===== config.mk =====
export PLATFORM = sky130hd
export DESIGN_NAME = demux_1to5_32bits_reg
export DESIGN_NICKNAME = d
export VERILOG_FILES = /design/src/rtl/demux_1to5_32bits_reg_pkg.sv /design/src/rtl/demux_1to5_32bits_reg_reg_32bits_ld.sv /design/src/rtl/demux_1to5_32bits_reg.sv
export SDC_FILE = /design/constraint.sdc
export NUM_CORES = 1
export LEC_CHECK = 0
export ABC_CLOCK_PERIOD_IN_PS = 1300
export BUFFER_PORTS_ARGS = -buffer_cell sky130_fd_sc_hd__buf_4
export CAP_MARGIN = 20
export CORE_MARGIN = 2
export CORE_UTILIZATION = 46
export CTS_CLUSTER_SIZE = 24
export DETAILED_ROUTE_END_ITERATION = 16
export PLACE_DENSITY = 0.76
export SYNTH_ARGS = -nofsm -noshare
export SYNTH_HDL_FRONTEND = slang
export SYNTH_SLANG_ARGS = --single-unit

===== constraint.sdc =====
create_clock -name clk -period 1.3 [get_ports clk]
set_input_delay 0.26 -clock clk [delete_from_list [all_inputs] [get_ports clk]]
set_output_delay 0.26 -clock clk [all_outputs]
set_load 0.03 [all_outputs]

===== src/rtl/demux_1to5_32bits_reg_pkg.sv =====
// Shared constants, select encodings and the select-legality helper for the
// registered 1-to-5 result demultiplexer.
package demux_1to5_32bits_reg_pkg;

    // Data path width and number of destination channels.
    localparam int DEMUX_W = 32;
    localparam int DEMUX_N = 5;

    // Width of the destination select field.
    localparam int SEL_W = 3;

    // Destination select encodings; codes above SEL_CH4 are illegal.
    typedef enum logic [SEL_W-1:0] {
        SEL_CH0 = 3'b000,
        SEL_CH1 = 3'b001,
        SEL_CH2 = 3'b010,
        SEL_CH3 = 3'b011,
        SEL_CH4 = 3'b100
    } demux_sel_e;

    // A select addresses a real channel only up to and including SEL_CH4.
    function automatic logic sel_is_legal(input logic [SEL_W-1:0] sel);
        return (sel <= SEL_CH4);
    endfunction

endpackage : demux_1to5_32bits_reg_pkg


===== src/rtl/demux_1to5_32bits_reg_reg_32bits_ld.sv =====
// 32-bit holding register with synchronous active-high reset and a load
// enable. Reset takes priority over load.
module reg_32bits_ld
    import demux_1to5_32bits_reg_pkg::*;
(
    input  logic               clk,
    input  logic               reset,
    input  logic               ld,
    input  logic [DEMUX_W-1:0] d,
    output logic [DEMUX_W-1:0] q
);

    logic [DEMUX_W-1:0] data_q;
    logic [DEMUX_W-1:0] data_d;

    // Next value: capture d on load, otherwise hold.
    always_comb begin
        data_d = data_q;
        if (ld) begin
            data_d = d;
        end
    end

    // State register; reset clears the held word.
    always_ff @(posedge clk) begin
        if (reset) begin
            data_q <= '0;
        end else begin
            data_q <= data_d;
        end
    end

    assign q = data_q;

endmodule : reg_32bits_ld


===== src/rtl/demux_1to5_32bits_reg.sv =====
// Registered 1-to-5 demultiplexer: steers the 32-bit result bus into one of
// five holding registers, tracks per-channel valid flags that consumers
// clear, remembers the last legal destination and pulses Err on a load to an
// illegal select code.
module demux_1to5_32bits_reg
    import demux_1to5_32bits_reg_pkg::*;
(
    input  logic               clk,
    input  logic               reset,
    input  logic [DEMUX_W-1:0] D,
    input  logic [SEL_W-1:0]   Select,
    input  logic               Load,
    input  logic [DEMUX_N-1:0] Clear,
    output logic [DEMUX_W-1:0] O0,
    output logic [DEMUX_W-1:0] O1,
    output logic [DEMUX_W-1:0] O2,
    output logic [DEMUX_W-1:0] O3,
    output logic [DEMUX_W-1:0] O4,
    output logic [DEMUX_N-1:0] V,
    output logic [SEL_W-1:0]   Last,
    output logic               Err
);

    // A load is accepted only when the select names a real channel.
    logic               sel_legal;
    logic               load_ok;
    logic [DEMUX_N-1:0] wr_onehot;

    assign sel_legal = sel_is_legal(Select);
    assign load_ok   = Load && sel_legal;

    // Per-channel holding registers, one write enable each.
    logic [DEMUX_W-1:0] ch_q [DEMUX_N];

    genvar gi;
    generate
        for (gi = 0; gi < DEMUX_N; gi++) begin : g_ch
            // One-hot decode of the select into a write strobe.
            assign wr_onehot[gi] = load_ok && (Select == SEL_W'(gi));

            reg_32bits_ld u_reg (
                .clk   (clk),
                .reset (reset),
                .ld    (wr_onehot[gi]),
                .d     (D),
                .q     (ch_q[gi])
            );
        end
    endgenerate

    assign O0 = ch_q[0];
    assign O1 = ch_q[1];
    assign O2 = ch_q[2];
    assign O3 = ch_q[3];
    assign O4 = ch_q[4];

    // Status state.
    logic [DEMUX_N-1:0] v_q;
    logic [DEMUX_N-1:0] v_d;
    logic [SEL_W-1:0]   last_q;
    logic [SEL_W-1:0]   last_d;
    logic               err_q;
    logic               err_d;

    // Next status: clears drop valid bits first, then the write strobe sets
    // its bit so a load beats a clear on the same channel. Err is high only
    // for the cycle after an illegal-select load.
    always_comb begin
        v_d    = (v_q & ~Clear) | wr_onehot;
        last_d = last_q;
        err_d  = Load && !sel_legal;
        if (load_ok) begin
            last_d = Select;
        end
    end

    // Status registers; reset discards any same-cycle load or clear.
    always_ff @(posedge clk) begin
        if (reset) begin
            v_q    <= '0;
            last_q <= SEL_CH0;
            err_q  <= 1'b0;
        end else begin
            v_q    <= v_d;
            last_q <= last_d;
            err_q  <= err_d;
        end
    end

    assign V    = v_q;
    assign Last = last_q;
    assign Err  = err_q;

endmodule : demux_1to5_32bits_reg

Yosys cells after proc, flatten, opt, wreduce, memory -nomap -nowiden
Index checks and enable logic that the tools add are counted.

Bitwise operators: 3. Eq/ne operators: 4. Order comparisons: 1. Reductions and logical operators: 9.

Operators with widths (number): 1-bit logical AND (7); 3-bit by 2-bit == test with 1-bit output, second input constant (2); 5-bit bitwise AND (1); 5-bit inverter (1); 5-bit OR (1); 3-bit by 1-bit == test with 1-bit output, second input constant (1); 3-bit == test, second input constant (1); 3-bit <= comparator, second input constant (1); 3-bit logical NOT (1); 1-bit logical NOT (1).

Bits of input ports: 43. Output and inout bits: 169. Register bits after elaboration: 169.

Depth between registers and ports, before layout
Gate-level depths: netlist (run 1).

Depth in word-level cells: 4. Mapped depth: 5. Mapped depth without buffers: 2.

Modules after synthesis
Synthesis (run 1) repeated with hierarchy kept, for this count alone.

Cells, all modules: 560. Area, all modules: 6222.2 µm².

By module, submodules not included: reg_32bits_ld (seq. area each 640.6 µm², cells each 103, area each 1163.6 µm², times used 5); demux_1to5_32bits_reg (seq. area each 180.2 µm², cells each 45, area each 404.1 µm², times used 1).

Least setup slack after synthesis (run 1)
Ideal clock, no wire load.

Path kind: input to register. Start: input port Select[2]. End: register g_ch[0].u_reg.data_q[22]. Arrival: 1.271 ns. Path buffers: 3. Stages on the path: 5. Setup time: 0.122 ns. Slack: -0.093 ns. Path through: or4b_1 > clkbuf_1 > buf_6 > buf_6 > mux2i_1.

Word-level cells in the longest chain between the ends: 3. Elaborated cells between the ends (all ways): 4. Those cells by class: order compare: 1; reduce/logical: 3.

Ends and longest elaborated chain: start, declared (RTL line demux_1to5_32bits_reg.sv:11) `input logic [SEL_W-1:0] Select,`; 3-bit <= comparator (RTL line demux_1to5_32bits_reg_pkg.sv:23) `return (sel <= SEL_CH4);`; 1-bit logical AND (RTL line demux_1to5_32bits_reg.sv:30) `assign load_ok = Load && sel_legal;`; 1-bit logical AND (*) (RTL line demux_1to5_32bits_reg.sv:39) `assign wr_onehot[gi] = load_ok && (Select == SEL_W'(gi));`; end signal, assigned (RTL line demux_1to5_32bits_reg_reg_32bits_ld.sv:29) `data_q <= data_d;`; end, declared (RTL line demux_1to5_32bits_reg_reg_32bits_ld.sv:13) `logic [DEMUX_W-1:0] data_q;`.

Every way passes the cells marked *; elsewhere a longest branch is shown, timed or not. A chain may end at the register's enable or synchronous reset.

Worst setup path after layout (run 1)
Start: register g_ch[4].u_reg.data_q[30]. End: output port O4[30].

RTL lines: start, declared (RTL line demux_1to5_32bits_reg_reg_32bits_ld.sv:13); start signal, assigned (RTL line demux_1to5_32bits_reg_reg_32bits_ld.sv:29); end, declared (RTL line demux_1to5_32bits_reg.sv:18) `output logic [DEMUX_W-1:0] O4,`.

No word-level cell between the ends.

==> flow_summary.toml, run 1 <==
[sta]
setup_viol = 0
final-max-slew-violation-count = 0
fmax_mhz = 806
tns_ps = 0
worst_slew_pin_slew_ps = 352
timing.hold.ws_ps = 112
final_hold_viol_count = 0
period_share_pct = 95.5
setup_slack_ps = 59.1
rsz0062_at_grt = "no"
fin_skew_ps = 0
min_period_ps = 1240
maxSlewHeadroom_pct = 76.5

[power_and_ir_drop]
vdd_drop_max_mv = 0.801
p_int_mw = 9.17
clkPwrFrac_pct = 45.4
p_sw_share_pct = 22.7
p_leak_nw = 4.59
comb_power_share_pct = 9.3
power_mw = 11.9
p_seq_share_pct = 45.3
switchingPower_mw = 2.69
power_density_nw_per_um2 = 1290

[synth]
syn_nets = 641
yosysTopAreaCellShare_pct = 51.1
synth-seq-cells = 169
syn_inst = 598
ys_seq_area_share_pct = 51.1
synth.area.top_cells = "dfxtp_1 51%, mux2i_1 24%, nand2b_1 19%, clkbuf_1 1.4%, buf_2 1.2%"
yosys_warnings = 0
synth_top_area_cell = "dfxtp_1"
synth_area_per_cell_um2 = 11.1
synth_cell_type_count = 21
syn_area_um2 = 6630

[cts]
cts_tree = "done"
cts_root_buffer = "clkbuf_16"
ctsResizeCount = 0
clk_pin_slew_ps = 60
cts_setup_buffers = 0
clock_latency_ps = 410
htree_levels = 4
cts_buffers = 17
holdBufCountCts = 0
clkSinkCount = 169
clockBufferDepth = 2

[finish]
final_common_cell = "buf_4"
nets = 847
fillCellCount = 1102
area_growth_pct = 38.3
seqCellArea_um2 = 3380
drive_gt1_share_pct = 32.8
multi_input_area_um2 = 3040
final_cell_mix = "224 x buf_4, 198 x nand2b_1, 169 x dfxtp_1"
fin_util_pct = 65.5
n_antenna_cell = 0

[critical_path]
cp_max_fo = 2
slowest_delay_ps = 380
required_ps = 1040
cpLargestDelayFamily = "flip-flops"
r2r_slack_ps = 520
cp.depth = 1
endpoint_kind = "output pin"
worstSetupPathType = "reg -> out"
start_kind = "flip-flop"
worstPathCellList = "buf_4"
arrival_ps = 980
r2r_cells = 2
crit_slowest_cell = "dfxtp_1"
path_buf_inv = 1

[grt]
grt_overflow = 0
track_usage_pct = 21.5
grt_antenna_before_repair = 0
grt_pass1_vias = 4938
grt_max_degree = 75
grt_pass1_wl_um = 25600

[die]
ios = 212
die_area_um2 = 15400
die_h_um = 124
die_w_um = 124
start_util_pct = 47.4
rows = 43
coreArea_um2 = 14000

[detailed_routing]
vias = 4928
drt_iter0_markers = 190
drc = 0
wire_per_inst_um = 16.8
vias_per_cell = 4.94
final_antenna_net_count = 0
first_pass_iters = 5
totalWireLength_um = 16800

[run_status]
status = "finished clean"

[placed_design]
gp_congestion = 0.786
dpl_worst_slack_ps = -301
hpwl_um = 11800
port_buffers = 211

[min_path]
min_path_type = "in -> reg"
worstHoldPathCells = 3

[job]
cap_viol_max_count = 0
## logic make-up after synthesis
logic type | share of synthesized area (%)
AOI/OAI and AO/OA | 0.907
and+or+nand+nor | 20.4
buffers and inverters | 3.47
DFF | 51.1
muxes | 24.2
## cells in the mapped netlist
cell	number
o211a_1	1
mux2i_1	160
buf_4	3
nor4b_2	1
o211ai_1	1
or4b_1	1
nor3b_1	1
buf_6	2
a21oi_1	5
nor2b_1	2
a221oi_1	2
dfxtp_1	169
clkbuf_1	25
nand2b_1	198
inv_1	3
nand2_1	2
nor2_1	1
buf_2	16
nand4b_1	1
nand4bb_1	3
and4bb_2	1
## routing by layer
metal	routed length, um	track usage, %	vias up
li1	-	-	2377
met1	7250	26.6	2368
met2	8120	36.1	161
met3	1150	6.09	22
met4	262	7.58	0
met5	0	0	-
## layout make-up
cell class | instances | area share (%)
clock buffers | 22 | 5.17
flip-flops and latches | 169 | 36.9
well taps | 180 | 2.46
inverters | 3 | 0.123
clock inverters | 10 | 1.80
repair buffers | 233 | 20.3
multi-input cells | 380 | 33.2
## state kept, by name, indices dropped and copies added, names as in the netlist
name and cells:
Err 1, Last 3, g_ch.u_reg.q 160, V 5
## final timing paths
check | endpoint | from
worst min-delay path | V[0] | Clear[0]
worst min register to register | V[0] | V[0]
worst max register to register | Last[1] | Last[1]
worst max-delay path | O4[30] | g_ch[4].u_reg.q[30]
## through the flow
stage | cell area (um2) | std cells
detailed placement | 8530 | 965
floorplan | 6640 | 598
global placement | 8530 | 965
global route | 9170 | 997
finish | 9170 | 997
CTS | 9170 | 997
## worst min-delay path: cells and delay by family
kind                   cells  cell delay (ps)
buffers and inverters      1               70
AND/OR/NAND/NOR            1               90
AO/OA/AOI/OAI              1               60
## power by group through the flow
stage	clock [mW]	combinational (mW)	sequential [mW]
after floorplan	0	0.431	5.70
after global placement	0	1.08	5.48
after detailed placement	0	1.11	5.48
after CTS	5.46	1.11	5.37
after global routing	5.68	1.17	5.38
final	5.39	1.10	5.37
Power figures use the tool's default switching activity.
==> inputs of run 2 (changes only) <==
- BUFFER_PORTS_ARGS: -buffer_cell sky130_fd_sc_hd__buf_4 -> -buffer_cell sky130_fd_sc_hd__buf_2
==> flow_summary.toml, run 2 (synthesis gave the netlist of run 1 again) <==
[sta]
fin_skew_ps = 0
period_share_pct = 97.7
setup_slack_ps = 30.5
final-max-slew-violation-count = 0
fmax_mhz = 788
final_hold_viol_count = 0
rsz0062_at_grt = "no"
setup_viol = 0
worst_slew_pin_slew_ps = 378
min_period_ps = 1270
timing.hold.ws_ps = 109
maxSlewHeadroom_pct = 74.8

[finish]
fin_cells = 994
final_common_cell = "buf_2"
area_growth_pct = 29.9
drive_gt1_share_pct = 32.7
final_cell_mix = "209 x buf_2, 198 x nand2b_1, 169 x dfxtp_1"
largest_reg_flops = 160
nets = 844
n_antenna_cell = 0

[critical_path]
worstPathCellList = "buf_2"
r2r_cells = 2
r2r-end = "Last[0]"
endpoint_kind = "output pin"
cpLargestDelayFamily = "flip-flops"
cp_max_fo = 2
slowest_delay_ps = 360
r2r_slack_ps = 530
start_kind = "flip-flop"
arrival_ps = 1010
required_ps = 1040
worstSetupPathType = "reg -> out"
path_buf_inv = 1
r2r_start = "Last[0]"
crit_slowest_cell = "dfxtp_1"

[die]
die_h_um = 124
start_util_pct = 47.4
coreArea_um2 = 14000
die_w_um = 124
ios = 212
rows = 43
die_area_um2 = 15400

[cts]
clockBufferDepth = 2
ctsResizeCount = 0
cts_root_buffer = "clkbuf_16"
cts_buffers = 17
cts_tree = "done"
cts_setup_buffers = 0
holdBufCountCts = 0
clk_pin_slew_ps = 70
clkSinkCount = 169
clock_latency_ps = 420
htree_levels = 4

[detailed_routing]
totalWireLength_um = 16300
vias = 4896
wire_per_inst_um = 16.4
first_pass_iters = 4
vias_per_cell = 4.93
drc = 0
drt_iter0_markers = 199
final_antenna_net_count = 0

[grt]
grt_pass1_wl_um = 24400
track_usage_pct = 20.7
grt_pass1_vias = 4726
grt_overflow = 0
grt_max_degree = 90
grt_antenna_before_repair = 0

[placed_design]
dpl_worst_slack_ps = -293
port_buffers = 211
gp_congestion = 0.764
hpwl_um = 11400
place_inst = 962

[power_and_ir_drop]
clkPwrFrac_pct = 45.5
p_leak_nw = 4.55
p_seq_share_pct = 45.9
vdd_drop_max_mv = 0.844
switchingPower_mw = 2.75
comb_power_share_pct = 8.6
p_sw_share_pct = 23.5
power_density_nw_per_um2 = 1360
p_int_mw = 8.92

[min_path]
min_path_type = "in -> reg"
hold_end = "V[0]"
holdCritStartpoint = "Clear[0]"
worstHoldPathCells = 3

[run_status]
status = "finished clean"

[job]
cap_viol_max_count = 0
run 2: worst max path at each step:
stage	depth (start not counted)	startpoint	slack, ps	to
2_1_floorplan	5	Select[2]	-90	g_ch[0].u_reg.q[22]
3_3_place_gp	4	Select[2]	-260	g_ch[0].u_reg.q[9]
3_5_place_dp	4	Select[2]	-290	g_ch[0].u_reg.q[24]
4_1_cts	1	g_ch[1].u_reg.q[25]	9	O1[25]
5_1_grt	1	V[3]	4	V[3]
6_report	1	g_ch[4].u_reg.q[30]	30	O4[30]
run 2: power groups by stage:
stage	clock (mW)	combinational, mW	sequential (mW)
floorplan	0	0.431	5.70
global placement	0	0.978	5.47
detailed placement	0	1.00	5.47
CTS	5.40	1.00	5.36
global route	5.62	1.06	5.37
finish	5.31	0.998	5.36
run 2: cell type report:
cell class              instances  area, um2
clock inverters                14        195
repair buffers                230       1320
clock buffers                  18        429
well taps                     180        225
multi-input cells             380       3040
inverters                       3       11.3
fillers                      1155       5380
flip-flops and latches        169       3380
run 2: tightest hold or removal path, stage by stage:
cell      delay (ps)
buf_2             70
nand2b_1          90
a21oi_1           60
run 2: metal layers:
| metal | vias to the layer above | wire length (um) | GRT usage [%] |
|---|---|---|---|
| met5 | - | 0 | 0 |
| met4 | 0 | 342 | 8.43 |
| met3 | 31 | 1180 | 6.23 |
| met2 | 161 | 7820 | 35.1 |
| met1 | 2330 | 6960 | 24.5 |
| li1 | 2374 | - | - |
run 2: per-stage QoR:
step	instance area, um2	utilization [%]	setup TNS (ps)	total power, mW
detailed placement	7980	57.0	-10920	6.47
global route	8600	61.5	0	12.0
CTS	8600	61.5	0	11.8
global placement	7980	57.0	-9410	6.45
finish	8600	61.5	0	11.7
floorplan	6640	-	-1140	6.13
